===== src/rtl/blur_pkg.sv =====
// Shared definitions for the 3x3 blur window controller:
// default pixel width, window slot indices and FSM state encoding.
package blur_pkg;

  localparam int PIX_W_DEF = 8;

  // slot k = 3*row + col, row 0 oldest, col 0 leftmost
  localparam int W00 = 0;
  localparam int W01 = 1;
  localparam int W02 = 2;
  localparam int W10 = 3;
  localparam int W11 = 4;
  localparam int W12 = 5;
  localparam int W20 = 6;
  localparam int W21 = 7;
  localparam int W22 = 8;

  typedef enum logic [1:0] {
    IDLE,
    RUN,
    DONE
  } state_t;

endpackage


===== src/rtl/blur_window_ctrl_line_buffer.sv =====
// One-row pixel store: DEPTH x WIDTH, read-before-write at one address.
// Ports: clk, we, addr, wdata in; rdata out (old content of addr).
module line_buffer #(
  parameter int DEPTH = 64,
  parameter int WIDTH = 8,
  parameter int AW    = $clog2(DEPTH)
) (
  input  logic             clk,
  input  logic             we,
  input  logic [AW-1:0]    addr,
  input  logic [WIDTH-1:0] wdata,
  output logic [WIDTH-1:0] rdata
);

  logic [WIDTH-1:0] mem [DEPTH];

  // async read returns the value before this cycle's write lands
  assign rdata = mem[addr];

  always_ff @(posedge clk) begin
    if (we) mem[addr] <= wdata;
  end

endmodule


===== src/rtl/blur_window_ctrl.sv =====
// Frame sequencer and 3x3 window generator for the gaussian blur kernel.
// Ports: clk, rst (sync, high), start, in_valid/in_ready/in_pixel stream,
// win_valid/win_pixels/win_row/win_col window out, busy, done.
module blur_window_ctrl
  import blur_pkg::*;
#(
  parameter int IMG_W = 64,
  parameter int IMG_H = 64,
  parameter int PIX_W = PIX_W_DEF
) (
  input  logic             clk,
  input  logic             rst,
  input  logic             start,
  input  logic             in_valid,
  output logic             in_ready,
  input  logic [PIX_W-1:0] in_pixel,
  output logic             win_valid,
  output logic [9*PIX_W-1:0] win_pixels,
  output logic [15:0]      win_row,
  output logic [15:0]      win_col,
  output logic             busy,
  output logic             done
);

  localparam int AW = $clog2(IMG_W);

  state_t state;
  logic [15:0] row;
  logic [15:0] col;
  logic [8:0][PIX_W-1:0] sr;
  logic [8:0][PIX_W-1:0] shifted;
  logic [PIX_W-1:0] lb0_rd;
  logic [PIX_W-1:0] lb1_rd;
  logic accept;
  logic last_col;
  logic last_row;
  logic emit;

  assign accept   = in_valid & in_ready;
  assign last_col = (col == 16'(IMG_W - 1));
  assign last_row = (row == 16'(IMG_H - 1));
  // c>=2 keeps every window inside a single row band
  assign emit     = accept & (row >= 16'd2) & (col >= 16'd2);

  // lb0 holds row r-2, lb1 holds row r-1 at each column
  line_buffer #(
    .DEPTH(IMG_W),
    .WIDTH(PIX_W),
    .AW   (AW)
  ) lb0 (
    .clk  (clk),
    .we   (accept),
    .addr (col[AW-1:0]),
    .wdata(lb1_rd),
    .rdata(lb0_rd)
  );

  line_buffer #(
    .DEPTH(IMG_W),
    .WIDTH(PIX_W),
    .AW   (AW)
  ) lb1 (
    .clk  (clk),
    .we   (accept),
    .addr (col[AW-1:0]),
    .wdata(in_pixel),
    .rdata(lb1_rd)
  );

  always_comb begin
    shifted      = sr;
    shifted[W00] = sr[W01];
    shifted[W01] = sr[W02];
    shifted[W02] = lb0_rd;
    shifted[W10] = sr[W11];
    shifted[W11] = sr[W12];
    shifted[W12] = lb1_rd;
    shifted[W20] = sr[W21];
    shifted[W21] = sr[W22];
    shifted[W22] = in_pixel;
  end

  always_ff @(posedge clk) begin
    if (rst) begin
      state      <= IDLE;
      in_ready   <= 1'b0;
      busy       <= 1'b0;
      done       <= 1'b0;
      row        <= '0;
      col        <= '0;
      sr         <= '0;
      win_valid  <= 1'b0;
      win_pixels <= '0;
      win_row    <= '0;
      win_col    <= '0;
    end else begin
      win_valid <= 1'b0;
      done      <= 1'b0;
      if (accept) sr <= shifted;
      if (emit) begin
        win_valid  <= 1'b1;
        win_pixels <= shifted;
        win_row    <= row - 16'd1;
        win_col    <= col - 16'd1;
      end
      unique case (state)
        IDLE: begin
          if (start) begin
            state    <= RUN;
            in_ready <= 1'b1;
            busy     <= 1'b1;
            row      <= '0;
            col      <= '0;
          end
        end
        RUN: begin
          if (accept) begin
            if (last_col) begin
              col <= '0;
              row <= row + 16'd1;
              if (last_row) begin
                state    <= DONE;
                in_ready <= 1'b0;
                busy     <= 1'b0;
                done     <= 1'b1;
                row      <= '0;
              end
            end else begin
              col <= col + 16'd1;
            end
          end
        end
        DONE: state <= IDLE;
        default: state <= IDLE;
      endcase
    end
  end

endmodule


===== config.mk =====
export PLATFORM = sky130hd
export DESIGN_NAME = blur_window_ctrl
export DESIGN_NICKNAME = d
export VERILOG_FILES = /design/src/rtl/blur_pkg.sv /design/src/rtl/blur_window_ctrl_line_buffer.sv /design/src/rtl/blur_window_ctrl.sv
export SDC_FILE = /design/constraint.sdc
export NUM_CORES = 1
export LEC_CHECK = 0
export BUFFER_PORTS_ARGS = -buffer_cell sky130_fd_sc_hd__clkbuf_2
export CELL_PAD_IN_SITES_DETAIL_PLACEMENT = 0
export CELL_PAD_IN_SITES_GLOBAL_PLACEMENT = 1
export CORE_ASPECT_RATIO = 0.7
export CORE_UTILIZATION = 57
export DETAILED_ROUTE_END_ITERATION = 8
export PLACE_DENSITY = 0.91
export REMOVE_ABC_BUFFERS = 1
export SYNTH_ARGS = -nofsm -noshare
export SYNTH_HDL_FRONTEND = slang
export SYNTH_HIERARCHICAL = 1
export SYNTH_SLANG_ARGS = --single-unit

===== constraint.sdc =====
create_clock -name clk -period 7.8 [get_ports clk]
set_clock_uncertainty 0.2 [all_clocks]
set_input_delay 1.95 -clock clk [delete_from_list [all_inputs] [get_ports clk]]
set_output_delay 1.95 -clock clk [all_outputs]
set_load 0.1 [all_outputs]

==> impl_results.md, run 1 <==
* Slew Limit Fails at 0
* Reg clk slew, reported paths at approximately 0.06 ns
* RSZ-0062 raised after global routing: false
* Drt first pass iters at 8
* Die X at roughly 350 um
* CTS buffer count at 107
* Skew-Pair Late Insertion Delay at 0.72 ns
* Gr usage total at between 20% and 30%
* CTS tree: done
* Vias in the first global route at between 20000 and 30000
* Final Cell Area at around 0.053 mm2
* Top post-synthesis cells by count: 1024 x edfxtp_1, 311 x nor2_1, 212 x nand2_1
* Pint at 9.857 mW
* Combinational Power Share at under 10%
* Peak Freq at 182.0 MHz
* Die ar. at approximately 0.086 mm2
* Worst-margin pin slew at 1.449 ns
* Starting Density at roughly 58%
* Clock root cell: clkbuf_16
* Seq. cell area at between 0.03 and 0.04 mm2
* Gate Count Post-Synth at ~3200
* Remaining DRCs at 0
* Kind of critical path: reg2reg
* Net Switching at between 2 and 3 mW
* Core area at 0.08313 mm2
* Critical-path maximum fanout at 44
* Most frequent cell on the critical path: buf_4
* Post-detail-place hpwl at between 70000 and 80000 um
* GPL Wtd Cong at between 0.9 and 1
* FP Rows at 88
* Global-route wire length before repair at 181900 um
* Final setup viols at 0
* Grt total ovfl at 0
* IO Pins at 120
* Worst Hold Class: reg2reg
* Iter 0 DRT Violations at roughly 4700
* Final cell count without fillers at approximately 4500
* Layout cells sized above 1 at 13.65%
* Ys async rst share at 0%
* Cells after DPL at ~4300
* Post-synthesis sequential area ratio at approximately 70%
* Slew HR at 2.162%
* Sequential power share at between 50% and 60%
* Seq cells post-synth at roughly 1200
* Area fraction of the dominant cell type after synthesis at about 64%
* Final period utilization at 70.45%
* Buffers on Ports at 119
* Postcts setup bufs at 0
* Final net count at around 3300
* Avg Cell Area, Syn at approximately 15 um2
* Setup TNS at 0 ns
* Violated checks: max-capacitance violations
* WP data arrival at 5.91 ns
* Yosys top cell by area: edfxtp_1
* Post-CTS resize count at 0
* Pwr/cell area at approximately 230 mW/mm2
* Ys Warns at 6
* Max IR drop VDD at roughly 0.00021 V
* CP peak stage delay at 1.20 ns
* Yosys cell types at slightly above 70
* Static Leak at approximately 17 nW
* Fillers at between 5000 and 6000
* Mapped Area at 0.04829 mm2
* CTS Hold Buffers Added at 0
* Final hold viol count at 0
* Dominant synthesized flop cell: edfxtp_1
* Status: finished, violations left
* H-tree level count at 3
* Synth area leaders: edfxtp_1 64%, dfxtp_1 7.8%, mux2i_1 4.1%
* Synth-to-Final Area Change at 9.976%
* Clock power share at between 40% and 50%
* Via/cell ratio at around 6.7
* Cell with the most instances after synthesis: edfxtp_1
* Multi-input logic area at ~0.013 mm2
* DP Worst Slack at about 2.2 ns
* Chip height at roughly 250 um
* Nature of the critical path endpoint: flip-flop
* Detail Route Antenna Nets at 0
* Max-cap violations at 1
* CTS Buffer Depth at 3
* R2R setup slack at 2.30 ns
* Net Sw Frac at roughly a fifth
* Cell chain of the critical path: buf_4 > nor2b_1 > a22oi_1 > and3_1 > o311ai_0 > or4_2 > buf_4 > nand2_1 > a21oi_1
* Worst setup SP type: flip-flop
* Setup ws final at 2.305 ns
* Post-DP Area at 0.04970 mm2
* CP max stage cell: o311ai_0
* # clock sinks at between 1000 and 1500
* Worst Path Required at around 8.2 ns
* Vias at between 20000 and 30000
* Routed Wire Length at roughly 120000 um
* WL/cell at ~27 um
* Final Critical Period at ~5.5 ns
* Total Power at roughly 12 mW
* Post-synth EDFFs at around 1000
* Pin count of the biggest net entering global routing at about 150
* Initial antenna violation count at 7
registers in the layout, summed over array words and instances, names as in the netlist:
signal / flops
win_col: 16
lb1/mem: 512
state: 2
busy: 1
row: 16
win_valid: 1
lb0/mem: 512
col: 16
win_pixels: 72
done: 1
win_row: 16
shifted: 48
power by group through the flow:
stage                     logic [mW]  registers (mW)  clock network, mW
after CTS                      0.248            7.03               5.17
after floorplan               0.0962            7.18                  0
final                          0.254            7.03               5.13
after detailed placement       0.247            7.17                  0
after global routing           0.267            7.03               5.42
after global placement         0.238            7.17                  0
worst max-delay path: cells and delay by family (launching register included):
family | cells | cell delay, ns
buf+inv | 2 | 1.09
flops | 1 | 0.79
compound gates | 3 | 1.50
simple gates | 4 | 1.74
cell usage in the layout, fill, tap and decap left out, drive strengths merged, types with 24 or more instances in the layout:
master,instances
nor2,311
mux4,82
clkinv,51
a211oi,40
a21oi,124
nand2,212
a221oi,42
edfxtp,1024
clkbuf,254
xnor2,24
o22ai,44
nand3b,31
a22oi,81
buf,53
a31oi,31
dfxtp,189
mux2,24
mux2i,198
o21ai,46
nand3,38
nand2b,55
logic make-up (layout without fill, tap and decap cells):
group           Yosys count  in the layout  synth area share [%]
compound gates          591            591                 8.707
xor+xnor                 28             28                0.5079
fa+ha+maj                 6              6                0.1555
buf+inv                 250            384                 2.366
flops                  1213           1213                 71.52
mux                     304            304                 8.489
other cells               0              1                     0
simple gates            830            830                 8.256
through the flow:
step	util [%]	hold WS [ns]
after floorplan	-	0.2300
after global placement	59.78	0.2438
after detailed placement	59.78	0.2487
after CTS	63.87	0.2558
after global routing	63.88	0.2769
final	63.88	0.2581
routing by layer:
metal	part of all wire [%]	wire, um	GRT usage, %
met4	2.4	2956	7.495
met1	40	48660	42.95
met2	43	52470	40.30
met5	0.044	54	0
met3	15	18050	8.275
worst paths after layout:
kind                                               start                        to  cells after the start
worst min-delay path            shifted[24]$_SDFFE_PP0P_  shifted[24]$_SDFFE_PP0P_                      2
worst max register to register       col[1]$_SDFFE_PP0P_  shifted[35]$_SDFFE_PP0P_                      9
worst max-delay path                 col[1]$_SDFFE_PP0P_  shifted[35]$_SDFFE_PP0P_                      9
worst min register to register  shifted[24]$_SDFFE_PP0P_  shifted[24]$_SDFFE_PP0P_                      2
final cells by class:
| type | instances | area share (%) |
|---|---|---|
| inverter | 15 | 0.1060 |
| sequential | 1213 | 65.05 |
| clock inverter | 62 | 0.9825 |
| timing repair buffer | 171 | 1.986 |
| clock buffer | 136 | 5.419 |
| multi-input combinational | 1759 | 23.80 |
| antenna | 1 | 0.004712 |
| tap | 1125 | 2.651 |
(Power assumes the default switching activity.)
==> inputs of run 2 (changes only) <==
ABC_AREA = 1   (was default)
CORE_UTILIZATION = 49   (was 57)
PLACE_DENSITY = 0.86   (was 0.91)
clock period = 5.6 ns   (was 7.8 ns; I/O delays follow)
==> impl_results.md, run 2 <==
* Status: completed
* Kind of critical path: reg2reg
* Initial antenna violation count at 1
* Reg clk slew, reported paths at about 0.060 ns
* Fillers at 9180
* Remaining DRCs at 0
* Final hold slack at roughly 0.26 ns
* Nature of the critical path endpoint: flip-flop
* Yosys cell types at 37
* Worst setup SP type: flip-flop
* Worst Hold Class: reg2reg
* Cell with the most instances after synthesis: nand2_1
* Vias at ~37000
* Synth Area in Compound Gates at 2.160%
* Drt first pass iters at 6
* Iter 0 DRT Violations at just under 4000
* Slew Limit Fails at 0
* IO Pins at 120
* Mux contribution to synthesized area at 0%
* Gr usage total at roughly 25%
* Final Critical Period at 4.341 ns
* CTS buffer count at 115
* Slew HR at between 10% and 20%
* Pin count of the biggest net entering global routing at 170
* Critical-path maximum fanout at 64
* Post-DP Area at about 0.054 mm2
* Final core utilization at a little over half
* Synth-to-Final Area Change at 10.50%
* Post-CTS resize count at 0
* Seq cells post-synth at 1213
* CTS Buffer Depth at 3
* CTS Hold Buffers Added at 0
* Skew-Pair Late Insertion Delay at ~0.74 ns
* WP data arrival at roughly 4.8 ns
* Top post-synthesis cells by count: 3079 x nand2_1, 1024 x edfxtp_1, 372 x nor2_1
* H-tree level count at 3
* FP Rows at between 90 and 100
* Dominant synthesized flop cell: edfxtp_1
* Die X at a little under 400 um
* WL/cell at 19.07 um
* Grt total ovfl at 0
* Detail Route Antenna Nets at 0
* Clock root cell: clkbuf_16
* Yosys top cell by area: edfxtp_1
* Worst Path Required at around 6 ns
* Pwr/cell area at between 300 and 400 mW/mm2
* Ys Warns at 6
* Setup ws final at around 1.3 ns
* # clock sinks at between 1000 and 1500
* Static Leak at ~24 nW
* Post-synthesis sequential area ratio at between 60% and 70%
* Core area at approximately 0.10 mm2
* Final net count at 5552
* Post-detail-place hpwl at about 80000 um
* Max IR drop VDD at 0.0002732 V
* Most frequent cells in the layout: 3070 x nand2_1, 1024 x edfxtp_1, 372 x nor2_1
* Final setup viols at 0
* Final cell count without fillers at 7042
* Final Cell Area at 0.05742 mm2
* RSZ-0062 raised after global routing: false
* Commonest non-fill, non-tap cell in the layout: nand2_1
* Postcts setup bufs at 0
* Cells after DPL at between 6000 and 7000
* Vias in the first global route at roughly 34000
* Final period utilization at a little under 80%
* Total Power at approximately 20 mW
* CTS tree: done
* DP Worst Slack at around 1.1 ns
* Worst-margin pin slew at roughly 1.3 ns
* Simple-Gate Fraction of Synth Area at a little over a quarter
* Post-synth EDFFs at 1024
* Gate Count Post-Synth at around 5500
* Global-route wire length before repair at between 200000 and 250000 um
* Largest regs: lb0/mem x512, lb1/mem x512, win_pixels x72
* Avg Cell Area, Syn at between 9 and 10 um2
* Starting Density at 49.64%
* Layout cells sized above 1 at approximately 8.3%
* Die ar. at between 0.1 and 0.15 mm2
* Chip height at 274.5 um
* Post-Synth XOR/XNOR Area at less than 1%
* Setup TNS at 0 ns
* Max-cap violations at 0
* Via/cell ratio at approximately 5.3
* Routed Wire Length at 134300 um
* Buffers on Ports at around 120
* GPL Wtd Cong at ~0.87
* Post-Synth Adder-Cell Area at less than 1%
* Mapped Area at between 0.05 and 0.06 mm2
* Synth area leaders: edfxtp_1 59%, nand2_1 22%, dfxtp_1 7.3%
* Area fraction of the dominant cell type after synthesis at around three fifths
* Largest family of logic cells by synthesized area: simple AND/OR/NAND/NOR gates
* Ys async rst share at 0%
* Final hold viol count at 0
* Peak Freq at around 230 MHz
==> run 2: logic make-up after synthesis <==
logic type | after synthesis
compound gates | 210
xor+xnor | 29
fa+ha+maj | 6
buf+inv | 407
flops | 1213
simple gates | 3615
==> run 2: critical path, stage by stage (launching register included) <==
cell      delay [ns]
dfxtp_4         0.87
buf_4           0.59
clkinv_2        0.14
buf_4           0.37
buf_4           0.49
nand2_1         0.17
nand2_1         0.06
nand2_1         0.05
nand2_1         0.06
nand2_1         0.08
nand2_1         0.05
nor2_1          0.49
nand2_1         0.22
o21ai_0         0.23
nor2_1          0.05
==> run 2: layout make-up <==
cell class / count / area [um2] / area share, %
Clock buffer: 150 / 3107 / 5.411
Inverter: 136 / 524.3 / 0.9131
Sequential cell: 1213 / 34540 / 60.16
Clock inverter: 60 / 663.1 / 1.155
Antenna cell: 1 / 2.502 / 0.004358
Tap cell: 1414 / 1769 / 3.081
Multi-Input combinational cell: 3860 / 15440 / 26.89
Timing Repair Buffer: 208 / 1366 / 2.380
==> run 2: report_power, final <==
group / switching, mW / total, mW / internal [mW] / leakage (nW)
clock network: 3.40 / 7.82 / 4.43 / 1.85
logic: 1.35 / 1.75 / 0.398 / 10.9
registers: 0.0457 / 10.0 / 9.96 / 10.7
total: 4.79 / 19.6 / 14.8 / 23.5
==> run 2: layer usage <==
metal / part of all wire (%) / vias to the layer above / track usage, %
met3: 9.7 / 162 / 5.507
li1: - / 17760 / -
met4: 1.8 / 0 / 5.408
met2: 42 / 1504 / 35.79
met5: 0 / - / 0
met1: 46 / 17570 / 38.56
==> run 2: final timing paths <==
kind                                                   from                     endpoint  slack (ns)  depth (start not counted)
worst max-delay path                    col[1]$_SDFFE_PP0P_     shifted[15]$_SDFFE_PP0P_        1.26                         14
worst min-delay path            win_pixels[22]$_SDFFE_PP0P_  win_pixels[22]$_SDFFE_PP0P_        0.26                          2
worst max register to register          col[1]$_SDFFE_PP0P_     shifted[15]$_SDFFE_PP0P_        1.26                         14
worst min register to register  win_pixels[22]$_SDFFE_PP0P_  win_pixels[22]$_SDFFE_PP0P_        0.26                          2
